`config.mk`:
```
export PLATFORM = sky130hd
export DESIGN_NAME = chicken_board_datapath_flat
export DESIGN_NICKNAME = d
export VERILOG_FILES = /design/src/rtl/chicken_board_datapath_if.sv /design/src/rtl/chicken_board_datapath.sv /design/src/flat_wrapper.sv
export SDC_FILE = /design/constraint.sdc
export NUM_CORES = 1
export LEC_CHECK = 0
export BUFFER_PORTS_ARGS = -buffer_cell sky130_fd_sc_hd__buf_4
export CAP_MARGIN = 30
export CORE_MARGIN = 8
export CORE_UTILIZATION = 55
export DETAILED_ROUTE_END_ITERATION = 7
export PLACE_DENSITY_LB_ADDON = 0.1
export SLEW_MARGIN = 10
export SYNTH_ARGS = -nofsm -noshare
export SYNTH_HDL_FRONTEND = slang
export SYNTH_SLANG_ARGS = --single-unit
```
`constraint.sdc`:
```
create_clock -name clk -period 8 [get_ports clk]
set_clock_uncertainty 0.15 [all_clocks]
set_input_delay 0.8 -clock clk [delete_from_list [all_inputs] [get_ports clk]]
set_output_delay 0.8 -clock clk [all_outputs]
set_load 0.01 [all_outputs]
```
`src/rtl/chicken_board_datapath_if.sv`:
```
// Guess handshake between the guess source (front-end FSM) and the board datapath,
// including the one-cycle result pulse and the match flag that goes with it.
interface chicken_board_datapath_if #(
    parameter int PIC_W = 4
);
    logic             guess_valid;
    logic [PIC_W-1:0] guess_pic;
    logic             guess_ready;
    logic             result_valid;
    logic             go;

    modport master (
        output guess_valid,
        output guess_pic,
        input  guess_ready,
        input  result_valid,
        input  go
    );

    modport slave (
        input  guess_valid,
        input  guess_pic,
        output guess_ready,
        output result_valid,
        output go
    );
endinterface

```
`src/rtl/chicken_board_datapath.sv`:
```
// Chicken Cha Cha Cha board datapath: tile ring, chicken positions and tails,
// guess evaluation with jump-and-steal, turn rotation and win detection.
module chicken_board_datapath #(
    parameter int  NUM_PLAYERS = 4,
    parameter int  NUM_TILES   = 24,
    parameter int  PIC_W       = 4,
    localparam int PID_W       = (NUM_PLAYERS > 2) ? $clog2(NUM_PLAYERS) : 1,
    localparam int CNT_W       = $clog2(NUM_PLAYERS + 1),
    localparam int PTR_W       = $clog2(NUM_TILES)
) (
    input  logic                         clk,
    input  logic                         rst,
    input  logic [PID_W:0]               n_players,
    input  logic                         start,
    input  logic                         board_we,
    input  logic [PTR_W-1:0]             board_addr,
    input  logic [PIC_W-1:0]             board_data,
    chicken_board_datapath_if.slave      gif,
    output logic [PID_W-1:0]             cur_player,
    output logic [PIC_W-1:0]             tile_info,
    output logic                         win,
    output logic [PID_W-1:0]             winner,
    output logic [NUM_PLAYERS*PTR_W-1:0] pos_flat,
    output logic [NUM_PLAYERS*CNT_W-1:0] tail_flat
);
    localparam int SPACING = NUM_TILES / NUM_PLAYERS;

    typedef enum logic [1:0] {
        ST_IDLE = 2'd0,
        ST_PLAY = 2'd1,
        ST_EVAL = 2'd2,
        ST_WIN  = 2'd3
    } state_t;

    state_t           state_q;
    logic [PIC_W-1:0] board_q [NUM_TILES];
    logic [PTR_W-1:0] pos_q   [NUM_PLAYERS];
    logic [CNT_W-1:0] tails_q [NUM_PLAYERS];
    logic [PID_W-1:0] cur_q;
    logic [CNT_W-1:0] n_eff_q;
    logic [PIC_W-1:0] guess_q;
    logic             go_q;
    logic             rv_q;
    logic             win_q;
    logic [PID_W-1:0] winner_q;

    logic [PTR_W-1:0] a1_s;
    logic [PTR_W-1:0] a2_s;
    logic [PTR_W-1:0] target_s;
    logic             occ1_s;
    logic             occ2_s;
    logic [PID_W-1:0] vic_s;
    logic             match_s;
    logic [CNT_W-1:0] new_tail_d;
    logic [PID_W-1:0] next_cur_d;
    logic [CNT_W-1:0] n_eff_d;

    // Ring successor; NUM_TILES need not be a power of two.
    function automatic logic [PTR_W-1:0] ptr_inc(input logic [PTR_W-1:0] p);
        if (p == PTR_W'(NUM_TILES - 1)) begin
            return '0;
        end else begin
            return p + PTR_W'(1);
        end
    endfunction

    // Target tile selection, occupancy and victim lookup for the player to move.
    always_comb begin
        a1_s   = ptr_inc(pos_q[cur_q]);
        a2_s   = ptr_inc(a1_s);
        occ1_s = 1'b0;
        occ2_s = 1'b0;
        vic_s  = '0;
        for (int j = 0; j < NUM_PLAYERS; j++) begin
            logic act;
            act    = (CNT_W'(j) < n_eff_q) && (PID_W'(j) != cur_q);
            vic_s  = (act && (pos_q[j] == a1_s)) ? PID_W'(j) : vic_s;
            occ1_s = occ1_s | (act && (pos_q[j] == a1_s));
            occ2_s = occ2_s | (act && (pos_q[j] == a2_s));
        end
        target_s   = occ1_s ? a2_s : a1_s;
        match_s    = (guess_q == board_q[target_s]) && !(occ1_s && occ2_s);
        new_tail_d = tails_q[cur_q] + (occ1_s ? tails_q[vic_s] : CNT_W'(0));
        next_cur_d = ((CNT_W'(cur_q) + CNT_W'(1)) >= n_eff_q) ? PID_W'(0) : (cur_q + PID_W'(1));
    end

    // Active player count clamped into the legal 2..NUM_PLAYERS range.
    always_comb begin
        if (int'(n_players) < 2) begin
            n_eff_d = CNT_W'(2);
        end else if (int'(n_players) > NUM_PLAYERS) begin
            n_eff_d = CNT_W'(NUM_PLAYERS);
        end else begin
            n_eff_d = CNT_W'(n_players);
        end
    end

    // Turn FSM together with all board, position and score state.
    always_ff @(posedge clk or negedge rst) begin
        if (!rst) begin
            state_q  <= ST_IDLE;
            cur_q    <= '0;
            n_eff_q  <= '0;
            guess_q  <= '0;
            go_q     <= 1'b0;
            rv_q     <= 1'b0;
            win_q    <= 1'b0;
            winner_q <= '0;
            for (int t = 0; t < NUM_TILES; t++) begin
                board_q[t] <= '0;
            end
            for (int i = 0; i < NUM_PLAYERS; i++) begin
                pos_q[i]   <= '0;
                tails_q[i] <= '0;
            end
        end else begin
            rv_q <= 1'b0;
            case (state_q)
                ST_IDLE, ST_WIN: begin
                    if (board_we && ({1'b0, board_addr} < (PTR_W+1)'(NUM_TILES))) begin
                        board_q[board_addr] <= board_data;
                    end
                    if (start) begin
                        state_q  <= ST_PLAY;
                        n_eff_q  <= n_eff_d;
                        cur_q    <= '0;
                        go_q     <= 1'b0;
                        win_q    <= 1'b0;
                        winner_q <= '0;
                        for (int i = 0; i < NUM_PLAYERS; i++) begin
                            pos_q[i]   <= PTR_W'(i * SPACING);
                            tails_q[i] <= (CNT_W'(i) < n_eff_d) ? CNT_W'(1) : CNT_W'(0);
                        end
                    end
                end
                ST_PLAY: begin
                    if (gif.guess_valid) begin
                        guess_q <= gif.guess_pic;
                        state_q <= ST_EVAL;
                    end
                end
                ST_EVAL: begin
                    rv_q <= 1'b1;
                    if (match_s) begin
                        go_q          <= 1'b1;
                        pos_q[cur_q]  <= target_s;
                        if (occ1_s) begin
                            tails_q[vic_s] <= '0;
                        end
                        tails_q[cur_q] <= new_tail_d;
                        if (new_tail_d == n_eff_q) begin
                            win_q    <= 1'b1;
                            winner_q <= cur_q;
                            state_q  <= ST_WIN;
                        end else begin
                            state_q  <= ST_PLAY;
                        end
                    end else begin
                        go_q    <= 1'b0;
                        cur_q   <= next_cur_d;
                        state_q <= ST_PLAY;
                    end
                end
                default: begin
                    state_q <= ST_IDLE;
                end
            endcase
        end
    end

    assign gif.guess_ready  = (state_q == ST_PLAY);
    assign gif.result_valid = rv_q;
    assign gif.go           = go_q;
    assign cur_player       = cur_q;
    assign tile_info        = board_q[target_s];
    assign win              = win_q;
    assign winner           = winner_q;

    for (genvar gi = 0; gi < NUM_PLAYERS; gi++) begin : g_flat
        assign pos_flat[gi*PTR_W +: PTR_W]  = pos_q[gi];
        assign tail_flat[gi*CNT_W +: CNT_W] = tails_q[gi];
    end
endmodule

```
`src/flat_wrapper.sv`:
```
// flat-port wrapper written by rule: the top's interface ports become plain ports
module chicken_board_datapath_flat 
#(
    parameter int  NUM_PLAYERS = 4,
    parameter int  NUM_TILES   = 24,
    parameter int  PIC_W       = 4,
    localparam int PID_W       = (NUM_PLAYERS > 2) ? $clog2(NUM_PLAYERS) : 1,
    localparam int CNT_W       = $clog2(NUM_PLAYERS + 1),
    localparam int PTR_W       = $clog2(NUM_TILES)
)
  (clk, rst, n_players, start, board_we, board_addr, board_data, cur_player, tile_info, win, winner, pos_flat, tail_flat, gif_guess_valid, gif_guess_pic, gif_guess_ready, gif_result_valid, gif_go);
  chicken_board_datapath_if #(.PIC_W(PIC_W)) gif_i ();
  input  logic clk;
  input  logic rst;
  input  logic [PID_W:0] n_players;
  input  logic start;
  input  logic board_we;
  input  logic [PTR_W-1:0] board_addr;
  input  logic [PIC_W-1:0] board_data;
  output logic [PID_W-1:0] cur_player;
  output logic [PIC_W-1:0] tile_info;
  output logic win;
  output logic [PID_W-1:0] winner;
  output logic [NUM_PLAYERS*PTR_W-1:0] pos_flat;
  output logic [NUM_PLAYERS*CNT_W-1:0] tail_flat;
  input wire logic [$bits(gif_i.guess_valid)-1:0] gif_guess_valid;
  input wire logic [$bits(gif_i.guess_pic)-1:0] gif_guess_pic;
  output wire logic [$bits(gif_i.guess_ready)-1:0] gif_guess_ready;
  output wire logic [$bits(gif_i.result_valid)-1:0] gif_result_valid;
  output wire logic [$bits(gif_i.go)-1:0] gif_go;
  assign gif_i.guess_valid = gif_guess_valid;
  assign gif_i.guess_pic = gif_guess_pic;
  assign gif_guess_ready = gif_i.guess_ready;
  assign gif_result_valid = gif_i.result_valid;
  assign gif_go = gif_i.go;
  chicken_board_datapath #(.NUM_PLAYERS(NUM_PLAYERS), .NUM_TILES(NUM_TILES), .PIC_W(PIC_W)) u_core (.clk(clk), .rst(rst), .n_players(n_players), .start(start), .board_we(board_we), .board_addr(board_addr), .board_data(board_data), .gif(gif_i), .cur_player(cur_player), .tile_info(tile_info), .win(win), .winner(winner), .pos_flat(pos_flat), .tail_flat(tail_flat));
endmodule
```
Word-level counts from Yosys, hierarchy flattened

Cells that the tools add are included.

Logic and storage cells: 194
Register bits after elaboration: 144
Bits of input ports: 21

Bitwise operators: 12
Equal/unequal tests: 23
Mux-type cells: 64
Add/subtract/negate cells: 5
Order comparisons: 19
Reductions and logical operators: 31

Operators with widths:

| kind                                                                 | number |
|---|---|
| 96-bit bitwise mux                                                   | 1 |
| 12-bit 2-to-1 mux                                                    | 5 |
| 5-bit equality test                                                  | 8 |
| 20-bit 2-to-1 mux                                                    | 2 |
| 20-bit one-hot mux with 2 select lines                               | 1 |
| 5-bit 2-to-1 mux                                                     | 6 |
| 3-bit 2-to-1 mux                                                     | 9 |
| 12-bit one-hot mux with 2 select lines                               | 1 |
| 2-bit 2-to-1 mux                                                     | 11 |
| 4-bit binary-select mux with 5-bit select                            | 1 |
| 20-bit bitwise mux                                                   | 1 |
| 4-bit demux with 5-bit select                                        | 1 |
| 1-bit logical AND                                                    | 18 |
| 12-bit AND                                                           | 1 |
| 3-bit binary-select mux with 2-bit select                            | 2 |
| 12-bit bitwise mux                                                   | 1 |
| 3-bit demux with 2-bit select                                        | 2 |
| 6-bit greater-or-equal comparator (second input constant)            | 2 |
| 1-bit by 3-bit < comparator with 1-bit output (first input constant) | 4 |
| 2-bit by 3-bit < comparator with 1-bit output (first input constant) | 4 |
| 4-bit 2-to-1 mux                                                     | 3 |
| 12-bit NOT                                                           | 1 |
| 5-bit NOT with 6-bit output                                          | 2 |
| 5-bit by 1-bit adder with 5-bit output (second input constant)       | 2 |
| other kinds (34)                                                     | 65 |

Longest topological paths before layout

Gate-level depths: netlist of the first run.

Depth in word-level cells: 24
Depth in mapped cells: 25
Gate-level depth less buffers: 20

Worst setup path after synthesis of the first run

No wires, ideal clock.

Path type: register to register
Start: register u_core.cur_q[0] (netlist: u_core.cur_player[0])
End: register u_core.winner_q[1] (netlist: u_core.winner[1])
Path buffers: 6
Arrival: 5464 ps
Clock period less this slack: 5700 ps
Setup time: 87 ps
Cell stages (with the launch flop): 26
Path slack: 2300 ps
Cell sequence: dfrtp_1 buf_6 buf_6 mux4_2 ha_1 clkbuf_1 clkbuf_1 nand3b_1 a21o_1 o211ai_1 o211ai_1 or3_1 clkbuf_1 clkbuf_1 nand2_1 o221ai_1 a21oi_1 ha_1 inv_1 fa_1 xor2_1 xnor2_1 xnor2_1 or3_1 or2_1 o211ai_1

Cells in the longest elaborated chain, start to end: 20
Elaborated cells between the ends (all ways): 65
Classes of those cells: 3 x add/sub; 17 x eq/ne; 19 x mux; 9 x bitwise; 17 x reduce/logical

Ends and longest elaborated chain:

| item                                                                                                | line                                                        | source |
|---|---|---|
| start, declared                                                                                     | chicken_board_datapath.sv:39                                | `logic [PID_W-1:0] cur_q;` |
| start signal, assigned                                                                              | chicken_board_datapath.sv:160                               | `cur_q <= next_cur_d;` |
| 2-bit NOT with 3-bit output (not written as such)                                                   | chicken_board_datapath.sv:69, chicken_board_datapath.sv:83  |  |
| 5-bit binary-select mux with 2-bit select                                                           | chicken_board_datapath.sv:69                                | `a1_s = ptr_inc(pos_q[cur_q]);` |
| 5-bit 2-to-1 mux (not written as such) (2 in series)                                                | chicken_board_datapath.sv:69                                |  |
| 5-bit by 1-bit adder with 5-bit output or 5-bit equality test (tied branches)                       | chicken_board_datapath.sv:63, chicken_board_datapath.sv:60  |  |
| 5-bit 2-to-1 mux                                                                                    | chicken_board_datapath.sv:60                                | `if (p == PTR_W'(NUM_TILES - 1)) begin` |
| 5-bit equality test (on tied branches)                                                              | --                                                          |  |
| 1-bit logical AND (on tied branches)                                                                | --                                                          |  |
| 1-bit 2-to-1 mux or 1-bit bitwise OR (tied branches)                                                | chicken_board_datapath.sv:77, chicken_board_datapath.sv:78  |  |
| [3 not listed]                                                                                      | --                                                          |  |
| 3-bit binary-select mux with 2-bit select or 5-bit NOT with 6-bit output (tied branches)            | chicken_board_datapath.sv:83, chicken_board_datapath.sv:82  |  |
| 3-bit 2-to-1 mux (not written as such) or 4-bit binary-select mux with 5-bit select (tied branches) | chicken_board_datapath.sv:83, chicken_board_datapath.sv:82  |  |
| 3-bit 2-to-1 mux (not written as such) or 4-bit 2-to-1 mux (tied branches)                          | chicken_board_datapath.sv:83, chicken_board_datapath.sv:82  |  |
| 3-bit 2-to-1 mux or 4-bit 2-to-1 mux (tied branches)                                                | chicken_board_datapath.sv:83, chicken_board_datapath.sv:82  |  |
| 3-bit adder or 4-bit equality test (tied branches)                                                  | chicken_board_datapath.sv:83, chicken_board_datapath.sv:82  |  |
| 3-bit equality test or 1-bit logical AND (tied branches)                                            | chicken_board_datapath.sv:151, chicken_board_datapath.sv:82 |  |
| 2-bit by 1-bit != test with 1-bit output (no source line)                                           | --                                                          |  |
| 4-bit AND reduction (no source line) (*)                                                            | --                                                          |  |
| end signal, assigned                                                                                | chicken_board_datapath.sv:153                               | `winner_q <= cur_q;` |
| end, declared                                                                                       | chicken_board_datapath.sv:45                                | `logic [PID_W-1:0] winner_q;` |

Every way passes the cells marked *; elsewhere a longest branch is shown, timed or not. The select of a mux whose other input is x is not followed.
A chain may end at the register's enable or synchronous reset.

Worst setup path after layout of the first run

Start: register u_core.cur_q[0] (netlist: u_core.cur_player[0])
End: register u_core.pos_q (netlist bit u_core.pos_flat[17])

Cells in the longest elaborated chain, start to end: 20
Elaborated cells between the ends (all ways): 59
Classes of those cells: 2 x add/sub; 2 x order compare; 15 x eq/ne; 14 x mux; 8 x bitwise; 18 x reduce/logical

Ends and longest elaborated chain:

| item                                                                          | line                                                        | source |
|---|---|---|
| 2-bit NOT with 3-bit output (not written as such)                             | chicken_board_datapath.sv:69, chicken_board_datapath.sv:146 |  |
| 5-bit binary-select mux with 2-bit select                                     | chicken_board_datapath.sv:69                                |  |
| 5-bit 2-to-1 mux (not written as such) (2 in series)                          | chicken_board_datapath.sv:69                                |  |
| 5-bit by 1-bit adder with 5-bit output or 5-bit equality test (tied branches) | chicken_board_datapath.sv:63, chicken_board_datapath.sv:60  |  |
| 5-bit 2-to-1 mux                                                              | chicken_board_datapath.sv:60                                |  |
| 5-bit equality test (on tied branches)                                        | --                                                          |  |
| 1-bit logical AND (on tied branches)                                          | --                                                          |  |
| 1-bit bitwise OR (3 in series)                                                | chicken_board_datapath.sv:78                                | `occ1_s = occ1_s \| (act && (pos_q[j] == a1_s));` |
| 5-bit 2-to-1 mux                                                              | chicken_board_datapath.sv:81                                | `target_s = occ1_s ? a2_s : a1_s;` |
| 5-bit NOT with 6-bit output (not written as such)                             | chicken_board_datapath.sv:82                                | `match_s = (guess_q == board_q[target_s]) && !(occ1_s && occ2_s);` |
| 4-bit binary-select mux with 5-bit select                                     | chicken_board_datapath.sv:82                                |  |
| 4-bit 2-to-1 mux (not written as such) (2 in series)                          | chicken_board_datapath.sv:82                                |  |
| 4-bit equality test                                                           | chicken_board_datapath.sv:82                                |  |
| 1-bit logical AND                                                             | chicken_board_datapath.sv:82                                |  |
| 2-bit by 1-bit != test with 1-bit output (no source line)                     | --                                                          |  |
| 3-bit AND reduction (no source line)                                          | --                                                          |  |
| end signal, assigned by index                                                 | chicken_board_datapath.sv:131                               | `pos_q[i] <= PTR_W'(i * SPACING);` |
| end signal, assigned by index                                                 | chicken_board_datapath.sv:146                               | `pos_q[cur_q] <= target_s;` |
| end, declared                                                                 | chicken_board_datapath.sv:37                                | `logic [PTR_W-1:0] pos_q [NUM_PLAYERS];` |

Parallel ways exist; a longest one is shown, timed or not. The select of a mux whose other input is x is not followed.

==> key figures, run 1 <==
Outcome
  • Status: finished clean

Worst setup path
  • Max stage delay on crit path: 720 ps
  • Critical Path RT: 8150 ps
  • Critical Path, Cell by Cell: mux4_2 > ha_1 > buf_4 > xnor3_1 > a2111oi_0 > o211ai_1 > o22a_1 > nand3_2 > buf_4 > a21oi_1 > o311ai_0 > a32oi_1 > or4b_1 > a32oi_2 > nand3_2 > nor2_1 > o211ai_1
  • CP endpoint kind: flop
  • Critical Path Start Type: flop
  • Crit path kind: reg2reg
  • Crit-path slowest cell: mux4_2
  • Arrival time of the worst setup path: 7200 ps
  • Buffers & Inverters on Critical Path: 2
  • Cell family with most CP delay: compound AO/OA/AOI/OAI gates
  • Crit Path Max Fanout: 23

GRT
  • All-Layer GR Usage: 27.7%
  • Total grt overflow: 0
  • Largest net degree at the start of global routing: 64
  • First-pass GRT wire length: 47700 um
  • Vias in the first global route: 8172
  • Initial antenna violation count: 0

Pwr
  • VDD IR max: 0.000238 V
  • Power per cell area: 307 nW/um^2
  • Switching share of power: 40.8%
  • Pint: 2.00 mW
  • Logic pwr share: 42.5%
  • Clk network pwr share: 25.5%
  • Sequential Power Share: 32.1%
  • Switching pwr: 1.38 mW
  • Leak pwr: 4.74 nW

Drt
  • DRC: 0
  • Drt first pass iters: 6
  • Wire per inst: 24.3 um
  • Final WL: 30100 um
  • Post-DRT Antenna Nets: 0
  • Drt via density: 6.89
  • Vias: 8526
  • DR iter-0 viols: 1015

Floorplan
  • Initial core utilization: 56.1%
  • Core Box Area: 17200 um^2
  • DIE WIDTH: 149 um
  • DIE HEIGHT: 149 um
  • Num ports: 65
  • Die area: 22100 um^2
  • Row cnt: 48

Place
  • DPL Wire Length: 21400 um
  • IO Port Bufs: 64
  • Gpl congestion: 0.953
  • Cell area after placement: 10400 um^2

Synth
  • Post-synth top area share: 37.2%
  • Seq/Total Area, Yosys: 37.2%
  • Post-synth top cells: dfrtp_1 (144), mux2_2 (106), nand2_1 (79)
  • Synth area leader: dfrtp_1
  • Mapped Nets: 997
  • Synth Instances: 961
  • Top-count cell post-synth: dfrtp_1
  • Number of synthesized flops with an enable pin: 0
  • Fraction of registers with async set/reset: 100%
  • Post-Syn Area: 9670 um^2
  • Mean Syn Cell Area: 10.1 um^2
  • Seq cells post-synth: 144
  • Main synth FF type: dfrtp_1
  • Yosys Warn Count: 0
  • Top cells by area, synth: dfrtp_1 (37%), mux2_2 (12%), mux2i_1 (3.8%)
  • Count of cell types in the netlist: 85

STA
  • Finish-stage setup viols: 0
  • Hold Vio Cnt, Final: 0
  • Fmax: 142 MHz
  • RSZ-0062 raised after global routing: no
  • TNS Setup: 0 ps
  • Max_slew headroom: 40.3%
  • Shortest clock period the worst path allows after layout: 7050 ps
  • Period utilisation layout: 88.2%
  • Worst Tran Pin Value: 886 ps
  • Fin. max-slew vios: 0

Finish
  • Fillers: 1391
  • Nets: 1036
  • ANT cells: 0
  • Share of layout cells above drive strength 1: 26.5%
  • Final instance area: 11000 um^2
  • P&R area growth vs syn: 13.6%

Clock network
  • CTS tree: built
  • CTS buffer count: 17
  • Hold buffer count at cts: 0
  • Post-CTS setup buffers: 0
  • Clk slew on worst S/H paths: 70 ps
  • Root Driver: clkbuf_16
  • Clock Path Buffers: 2
  • Clock Latency Late Sink: 440 ps
  • CTS Sinks: 144
  • CTS H-tree lvls: 4
  • # resized after CTS: 0

Run
  • Max-Cap Viols: 0

Worst hold path
  • Hold Path Class: in2async
-- cells by family (layout without fill, tap and decap cells) --
kind of cell | after synthesis | in the layout | share of synthesized area, %
flops | 144 | 144 | 37.2
xor+xnor | 35 | 35 | 3.89
compound gates | 234 | 234 | 18.0
mux | 159 | 159 | 19.8
fa+ha+maj | 15 | 15 | 2.02
simple gates | 273 | 273 | 14.5
buf+inv | 101 | 152 | 4.44
-- final timing paths --
path	to	cells past startpoint	slack [ps]	from
setup / recovery	u_core.pos_flat[17]	17	950	u_core.cur_player[0]
hold / removal	u_core.board_q[91]	1	180	rst
setup reg to reg	u_core.pos_flat[17]	17	950	u_core.cur_player[0]
hold reg to reg	u_core.win	1	340	u_core.win
max in group asynchronous	u_core.board_q[61]	3	6410	rst
min in group clk	u_core.win	1	340	u_core.win
-- through the flow --
stage                     power, mW  hold slack [ps]  instances  setup slack, ps  utilization [%]
after CTS                      3.36              204       1237             1010             63.7
after floorplan                2.05              321        961             2300                -
final                          3.38              184       1237              948             63.7
after detailed placement       2.49              331       1206             1030             60.1
after global placement         2.47              314       1205             1060             60.0
after global routing           3.54              231       1237              628             63.7
-- power groups by stage --
stage                     clock network (mW)  logic, mW  registers (mW)
after floorplan                            0       1.03            1.02
after global placement                     0       1.39            1.08
after detailed placement                   0       1.40            1.09
after CTS                              0.870       1.41            1.08
after global routing                   0.896       1.54            1.10
final                                  0.860       1.43            1.08
-- layer usage --
metal | vias up | GRT usage (%) | wire length, um
li1 | 3742 | - | -
met1 | 4210 | 34.9 | 12300
met2 | 466 | 44.3 | 14100
met3 | 108 | 5.89 | 2390
met4 | 0 | 14.1 | 1360
met5 | - | 0 | 0
-- placed cells by master (no fill, tap or decap), drive strengths merged, types with 14 or more instances in the layout --
master and count:
ha 14, dfrtp 144, o21ai 33, nand2 79
or3 15, mux2 106, mux2i 38, nor3 34
a31oi 14, clkbuf 17, nand3 35, buf 88
nor2 47, o22ai 18, inv 38, a21oi 26
xnor2 25, o211ai 27, mux4 15
-- registers in the layout, indices dropped and copies added (netlist names) --
name	flops
u_core.cur_player	2
u_core.state_q	2
u_core.gif.result_valid	1
u_core.pos_flat	20
u_core.tail_flat	12
u_core.win	1
u_core.winner	2
u_core.board_q	96
u_core.gif.go	1
u_core.guess_q	4
u_core.n_eff_q	3
-- final cells by class --
type,instances,area (um^2),share of cell area [%]
sequential,144,3600,32.8
clock buffer,17,425,3.87
multi-input combinational,716,5670,51.6
clock inverter,14,201,1.83
inverter,33,124,1.13
tap,225,282,2.56
timing repair buffer,88,684,6.23
No activity file was read; power rests on OpenSTA's default activity.
==> run 2: changes to the inputs <==
CORE_MARGIN = 2   (was 8)
CORE_UTILIZATION = 50   (was 55)
clock period = 8.9 ns   (was 8 ns; I/O delays follow)
==> run 2 against run 1 <==
Net effect:
- utilization is 5.1 points lower
- power down 9.9%
- sequential power decreased by 11%
- hold slack gained 130 ps
- clock-buffer cell count stayed put
- largest cell class unchanged
- design area grew 0.46%
- routed wire length decreased by 0.45%
- setup slack improved by 400 ps
- non-clock buffer count decreased by 1
==> key figures, run 2 (same netlist as run 1, synthesis figures left out) <==
Outcome
  • Status: finished clean (unchanged)

Finish
  • Leading cell type in the layout, fill and taps excluded: dfrtp_1 (unchanged)
  • Final instance area: 11000 um^2 (about the same)
  • Largest register FFs: 96 (unchanged)
  • Largest reg by FF count: u_core.board_q (unchanged)
  • ANT cells: 0 (unchanged)
  • Share of layout cells above drive strength 1: 26.5% (unchanged)
  • Utilization after layout: 58.6% (was 63.7%)
  • Non-Filler Instances: 1272 (was 1237)
  • Nets: 1035 (was 1036)
  • P&R area growth vs syn: 14.1% (was 13.6%)
  • Commonest non-fill, non-tap cells in the layout: dfrtp_1 (144), mux2_2 (106), buf_4 (84) (was dfrtp_1 (144), mux2_2 (106), buf_4 (86))

Place
  • DPL Wire Length: 20900 um (was 21400 um)
  • Cell area after placement: 10400 um^2 (about the same)
  • IO Port Bufs: 64 (unchanged)
  • Placed cell count: 1239 (was 1206)
  • Gpl congestion: 0.918 (was 0.953)
  • Pre-CTS setup slack: 1140 ps (was 1030 ps)

Clock network
  • # resized after CTS: 0 (unchanged)
  • CTS tree: built (unchanged)
  • Clk slew on worst S/H paths: 70 ps (about the same)
  • Clock Path Buffers: 2 (unchanged)
  • CTS buffer count: 17 (unchanged)
  • Hold buffer count at cts: 0 (unchanged)
  • CTS Sinks: 144 (unchanged)
  • Root Driver: clkbuf_16 (unchanged)
  • Clock Latency Late Sink: 440 ps (about the same)
  • CTS H-tree lvls: 4 (unchanged)
  • Post-CTS setup buffers: 0 (unchanged)

STA
  • Hold Vio Cnt, Final: 0 (unchanged)
  • TNS Setup: 0 ps (unchanged)
  • Shortest clock period the worst path allows after layout: 7550 ps (was 7050 ps)
  • Fin. max-slew vios: 0 (unchanged)
  • Max_slew headroom: 32.6% (was 40.3%)
  • Setup slack after layout: 1350 ps (was 948 ps)
  • Worst Tran Pin Value: 1000 ps (was 886 ps)
  • Finish-stage setup viols: 0 (unchanged)
  • RSZ-0062 raised after global routing: no (unchanged)
  • Period utilisation layout: 84.8% (was 88.2%)
  • Fmax: 132 MHz (was 142 MHz)

Drt
  • Vias: 8309 (was 8526)
  • DR iter-0 viols: 761 (was 1015)
  • Final WL: 29900 um (was 30100 um)
  • Post-DRT Antenna Nets: 0 (unchanged)
  • DRC: 0 (unchanged)
  • Drt via density: 6.53 (was 6.89)
  • Wire per inst: 23.5 um (was 24.3 um)
  • Drt first pass iters: 6 (unchanged)

Floorplan
  • Num ports: 65 (unchanged)
  • Die area: 20500 um^2 (was 22100 um^2)
  • DIE WIDTH: 143 um (was 149 um)
  • Core Box Area: 18800 um^2 (was 17200 um^2)
  • Initial core utilization: 51.4% (was 56.1%)
  • Row cnt: 50 (was 48)
  • DIE HEIGHT: 143 um (was 149 um)

Pwr
  • Leak pwr: 4.76 nW (was 4.74 nW)
  • Power per cell area: 276 nW/um^2 (was 307 nW/um^2)
  • VDD IR max: 0.000159 V (was 0.000238 V)

GRT
  • All-Layer GR Usage: 30.3% (was 27.7%)
  • Total grt overflow: 0 (unchanged)
  • Largest net degree at the start of global routing: 68 (was 64)
  • Vias in the first global route: 8034 (was 8172)
  • Initial antenna violation count: 0 (unchanged)
  • First-pass GRT wire length: 47200 um (was 47700 um)

Worst setup path
  • CP endpoint kind: flop (unchanged)
  • Crit path kind: reg2reg (unchanged)
  • Critical Path RT: 9120 ps (was 8150 ps)
  • Arrival time of the worst setup path: 7770 ps (was 7200 ps)
  • Crit Path Max Fanout: 23 (unchanged)
  • Critical Path Start Type: flop (unchanged)

Run
  • Max-Cap Viols: 0 (unchanged)

Worst hold path
  • Hold Path Class: in2async (unchanged)
## run 2: metal layers
layer	vias to the layer above	track usage [%]	wire length, um
li1	3739	-	-
met1	4078	40.2	12600
met2	425	49.3	14400
met3	67	4.83	1940
met4	0	12.7	1030
met5	-	0	0
## run 2: worst paths after layout
check / startpoint / end / slack (ps) / cells after the start
setup / recovery: u_core.cur_player[0] / u_core.tail_flat[7] / 1350 / 17
max in group asynchronous: rst / u_core.board_q[78] / 7170 / 3
min in group clk: u_core.gif.go / u_core.gif.go / 330 / 1
hold / removal: rst / u_core.gif.go / 310 / 1
setup reg to reg: u_core.cur_player[0] / u_core.tail_flat[7] / 1350 / 17
hold reg to reg: u_core.gif.go / u_core.gif.go / 330 / 1
## run 2: final cells by class
| cell class | instances | area [um^2] |
|---|---|---|
| fill | 1660 | 7790 |
| multi-input combinational | 716 | 5670 |
| sequential | 144 | 3600 |
| timing repair buffer | 87 | 681 |
| clock buffer | 17 | 425 |
| tap | 260 | 325 |
| clock inverter | 15 | 211 |
| inverter | 33 | 124 |
## run 2: where the power goes
part / leakage, nW / internal (mW) / total, mW / switching [mW]
clock: 0.315 / 0.456 / 0.786 / 0.330
combinational: 2.54 / 0.531 / 1.29 / 0.762
sequential: 1.90 / 0.818 / 0.963 / 0.145
## run 2: worst max-delay path, stage by stage (launching register included)
cell      delay (ps)
dfrtp_1          520
mux4_2           590
ha_1             720
nand2_1          160
o22ai_1          560
a21oi_2          330
xnor2_1          300
or3_1            510
nand4_1          580
buf_6            340
nand2_1          260
nor2_1            70
o311ai_0         540
a32o_1           320
xnor2_1          240
nand3_2          530
or4_1            650
o21ai_1           80
## run 2: stage by stage
stage	hold slack [ps]	power, mW
2_1_floorplan	321	1.84
3_3_place_gp	319	2.23
3_5_place_dp	321	2.24
4_1_cts	330	3.03
5_1_grt	352	3.20
6_report	310	3.04
==> run 3: changes to the inputs <==
clock period = 7.9 ns   (was 8.9 ns; I/O delays follow)
==> run 3 against run 2 <==
Net effect:
- global-route usage shrank 0.53 points
- critical path type unchanged
- die area is the same
- combinational power grew 11%
- critical path depth shrank 1
- sequential cell count is the same
- sequential power grew 13%
- clock power grew 7.5%
- register-to-register slack lost 700 ps
- critical endpoint unchanged
==> key figures, run 3 (same netlist as run 1, synthesis figures left out) <==
Clock network
  • Root Driver: clkbuf_16 (unchanged)
  • Clock Latency Late Sink: 430 ps (was 440 ps)
  • # resized after CTS: 0 (unchanged)
  • CTS Sinks: 144 (unchanged)
  • Clk slew on worst S/H paths: 70 ps (about the same)
  • Clock Path Buffers: 2 (unchanged)
  • Hold buffer count at cts: 0 (unchanged)
  • CTS H-tree lvls: 4 (unchanged)
  • CTS buffer count: 17 (unchanged)
  • CTS tree: built (unchanged)
  • Post-CTS setup buffers: 0 (unchanged)

Finish
  • P&R area growth vs syn: 13.8% (was 14.1%)
  • Non-Filler Instances: 1271 (was 1272)
  • Largest register FFs: 96 (unchanged)
  • Multi-input gate area: 5670 um^2 (unchanged)
  • Share of layout cells above drive strength 1: 26.4% (was 26.5%)
  • Largest reg by FF count: u_core.board_q (unchanged)
  • FF+latch area: 3600 um^2 (unchanged)
  • ANT cells: 0 (unchanged)
  • Leading cell type in the layout, fill and taps excluded: dfrtp_1 (unchanged)
  • Nets: 1034 (was 1035)
  • Commonest non-fill, non-tap cells in the layout: dfrtp_1 (144), mux2_2 (106), buf_4 (84) (unchanged)
  • Fillers: 1663 (was 1660)

Worst setup path
  • CP endpoint kind: flop (unchanged)
  • Critical Path Start Type: flop (unchanged)
  • Buffers & Inverters on Critical Path: 2 (was 1)
  • Arrival time of the worst setup path: 7470 ps (was 7770 ps)
  • Stages on the worst setup path: 16 (was 17)
  • Critical Path, Cell by Cell: mux4_2 > ha_1 > buf_4 > xnor3_1 > a2111oi_0 > o211ai_1 > o22a_1 > nand3_2 > buf_4 > mux2i_1 > a32oi_1 > or4b_1 > a32oi_2 > nand3_2 > or4_1 > o21ai_1 (was mux4_2 > ha_1 > nand2_1 > o22ai_1 > a21oi_2 > xnor2_1 > or3_1 > nand4_1 > buf_6 > nand2_1 > nor2_1 > o311ai_0 > a32o_1 > xnor2_1 > nand3_2 > or4_1 > o21ai_1)
  • Reg-to-Reg End: u_core.tail_flat[7] (unchanged)
  • Critical Path RT: 8110 ps (was 9120 ps)
  • Max stage delay on crit path: 760 ps (was 720 ps)
  • Cell family with most CP delay: compound AO/OA/AOI/OAI gates (was simple AND/OR/NAND/NOR gates)
  • Worst R2R Setup Slack: 640 ps (was 1350 ps)
  • Crit path kind: reg2reg (unchanged)
  • Crit-path slowest cell: mux2i_1 (was ha_1)
  • R2R Path Start: u_core.cur_player[0] (unchanged)
  • Worst Reg2Reg Path Length in Cells: 16 (was 17)
  • Crit Path Max Fanout: 23 (unchanged)

Drt
  • Vias: 8306 (was 8309)
  • Drt first pass iters: 5 (was 6)
  • DRC: 0 (unchanged)
  • Post-DRT Antenna Nets: 0 (unchanged)
  • Final WL: 29700 um (was 29900 um)
  • Wire per inst: 23.4 um (was 23.5 um)
  • Drt via density: 6.54 (was 6.53)
  • DR iter-0 viols: 824 (was 761)

Floorplan
  • DIE HEIGHT: 143 um (unchanged)
  • Die area: 20500 um^2 (unchanged)
  • Num ports: 65 (unchanged)
  • Row cnt: 50 (unchanged)
  • DIE WIDTH: 143 um (unchanged)
  • Initial core utilization: 51.4% (unchanged)
  • Core Box Area: 18800 um^2 (unchanged)

Place
  • Pre-CTS setup slack: 754 ps (was 1140 ps)
  • Gpl congestion: 0.932 (was 0.918)
  • DPL Wire Length: 21100 um (was 20900 um)
  • IO Port Bufs: 64 (unchanged)
  • Placed cell count: 1238 (was 1239)

Worst hold path
  • Hold Path Class: in2async (unchanged)

STA
  • Worst Tran Pin Value: 923 ps (was 1000 ps)
  • TNS Setup: 0 ps (unchanged)
  • Finish-stage setup viols: 0 (unchanged)
  • Period utilisation layout: 91.8% (was 84.8%)
  • RSZ-0062 raised after global routing: no (unchanged)
  • Fmax: 138 MHz (was 132 MHz)
  • Hold Vio Cnt, Final: 0 (unchanged)
  • Setup slack after layout: 644 ps (was 1350 ps)
  • Max_slew headroom: 37.9% (was 32.6%)
  • Fin. max-slew vios: 0 (unchanged)
  • Shortest clock period the worst path allows after layout: 7260 ps (was 7550 ps)

Pwr
  • Sequential Power Share: 32.3% (was 31.7%)
  • Power per cell area: 305 nW/um^2 (was 276 nW/um^2)
  • Switching pwr: 1.39 mW (was 1.24 mW)
  • Logic pwr share: 42.5% (about the same)
  • Final total power: 3.36 mW (was 3.04 mW)
  • VDD IR max: 0.000156 V (was 0.000159 V)
  • Clk network pwr share: 25.1% (was 25.8%)
  • Leak pwr: 4.73 nW (was 4.76 nW)
  • Switching share of power: 41.4% (was 40.7%)
  • Pint: 1.97 mW (was 1.81 mW)

Run
  • Max-Cap Viols: 0 (unchanged)

GRT
  • All-Layer GR Usage: 29.7% (was 30.3%)
  • Vias in the first global route: 8060 (was 8034)
  • Initial antenna violation count: 0 (unchanged)
  • Met1 Usage GRT: 39.4% (was 40.2%)
  • GR peak layer: met2 (unchanged)
  • GRT met3 Usage: 4.39% (was 4.83%)
  • Total grt overflow: 0 (unchanged)
  • Largest net degree at the start of global routing: 75 (was 68)
  • First-pass GRT wire length: 46500 um (was 47200 um)
  • Routing usage on met2: 48.7% (was 49.3%)

Outcome
  • Status: finished clean (unchanged)
-- run 3: cell count changes in the layout (fill, tap and decap cells not counted) --
cell	change
clkinv_4	-1
clkinv_8	+3
inv_6	-3
clkinvlp_4	+2
inv_8	+1
bufinv_16	-2
buf_6	-1
-- run 3: cell type report --
cell class | count | share of cell area, %
Multi-Input combinational cell | 716 | 51.5
Sequential cell | 144 | 32.7
Timing Repair Buffer | 86 | 6.08
Clock buffer | 17 | 3.86
Tap cell | 260 | 2.96
Clock inverter | 15 | 1.74
Inverter | 33 | 1.13
-- run 3: power groups by stage --
stage                     clock [mW]  combinational, mW  sequential, mW
after floorplan                    0               1.04            1.04
after global placement             0               1.39            1.09
after detailed placement           0               1.41            1.10
after CTS                      0.848               1.42            1.09
after global routing           0.877               1.55            1.11
final                          0.845               1.43            1.09
-- run 3: worst max path at each step --
stage,startpoint,to,slack (ps)
after global routing,u_core.cur_player[0],u_core.tail_flat[7],260
final,u_core.cur_player[0],u_core.tail_flat[7],640
after detailed placement,u_core.cur_player[0],u_core.tail_flat[7],750
after global placement,u_core.cur_player[0],u_core.tail_flat[7],1000
after floorplan,u_core.cur_player[0],u_core.winner[1],2200
after CTS,u_core.cur_player[0],u_core.tail_flat[7],710
-- run 3: through the flow --
step                      utilization, %  hold slack, ps  instance area [um^2]
final                               58.5             222                 11000
after floorplan                        -             321                  9670
after CTS                           58.3             251                 11000
after detailed placement            55.0             319                 10400
after global placement              55.0             317                 10400
after global routing                58.5             280                 11000
-- run 3: layer usage --
| metal | part of all wire (%) | routed length [um] |
|---|---|---|
| met5 | 0 | 0 |
| met4 | 3.5 | 1050 |
| met3 | 6.0 | 1790 |
| met2 | 48 | 14300 |
| met1 | 42 | 12600 |
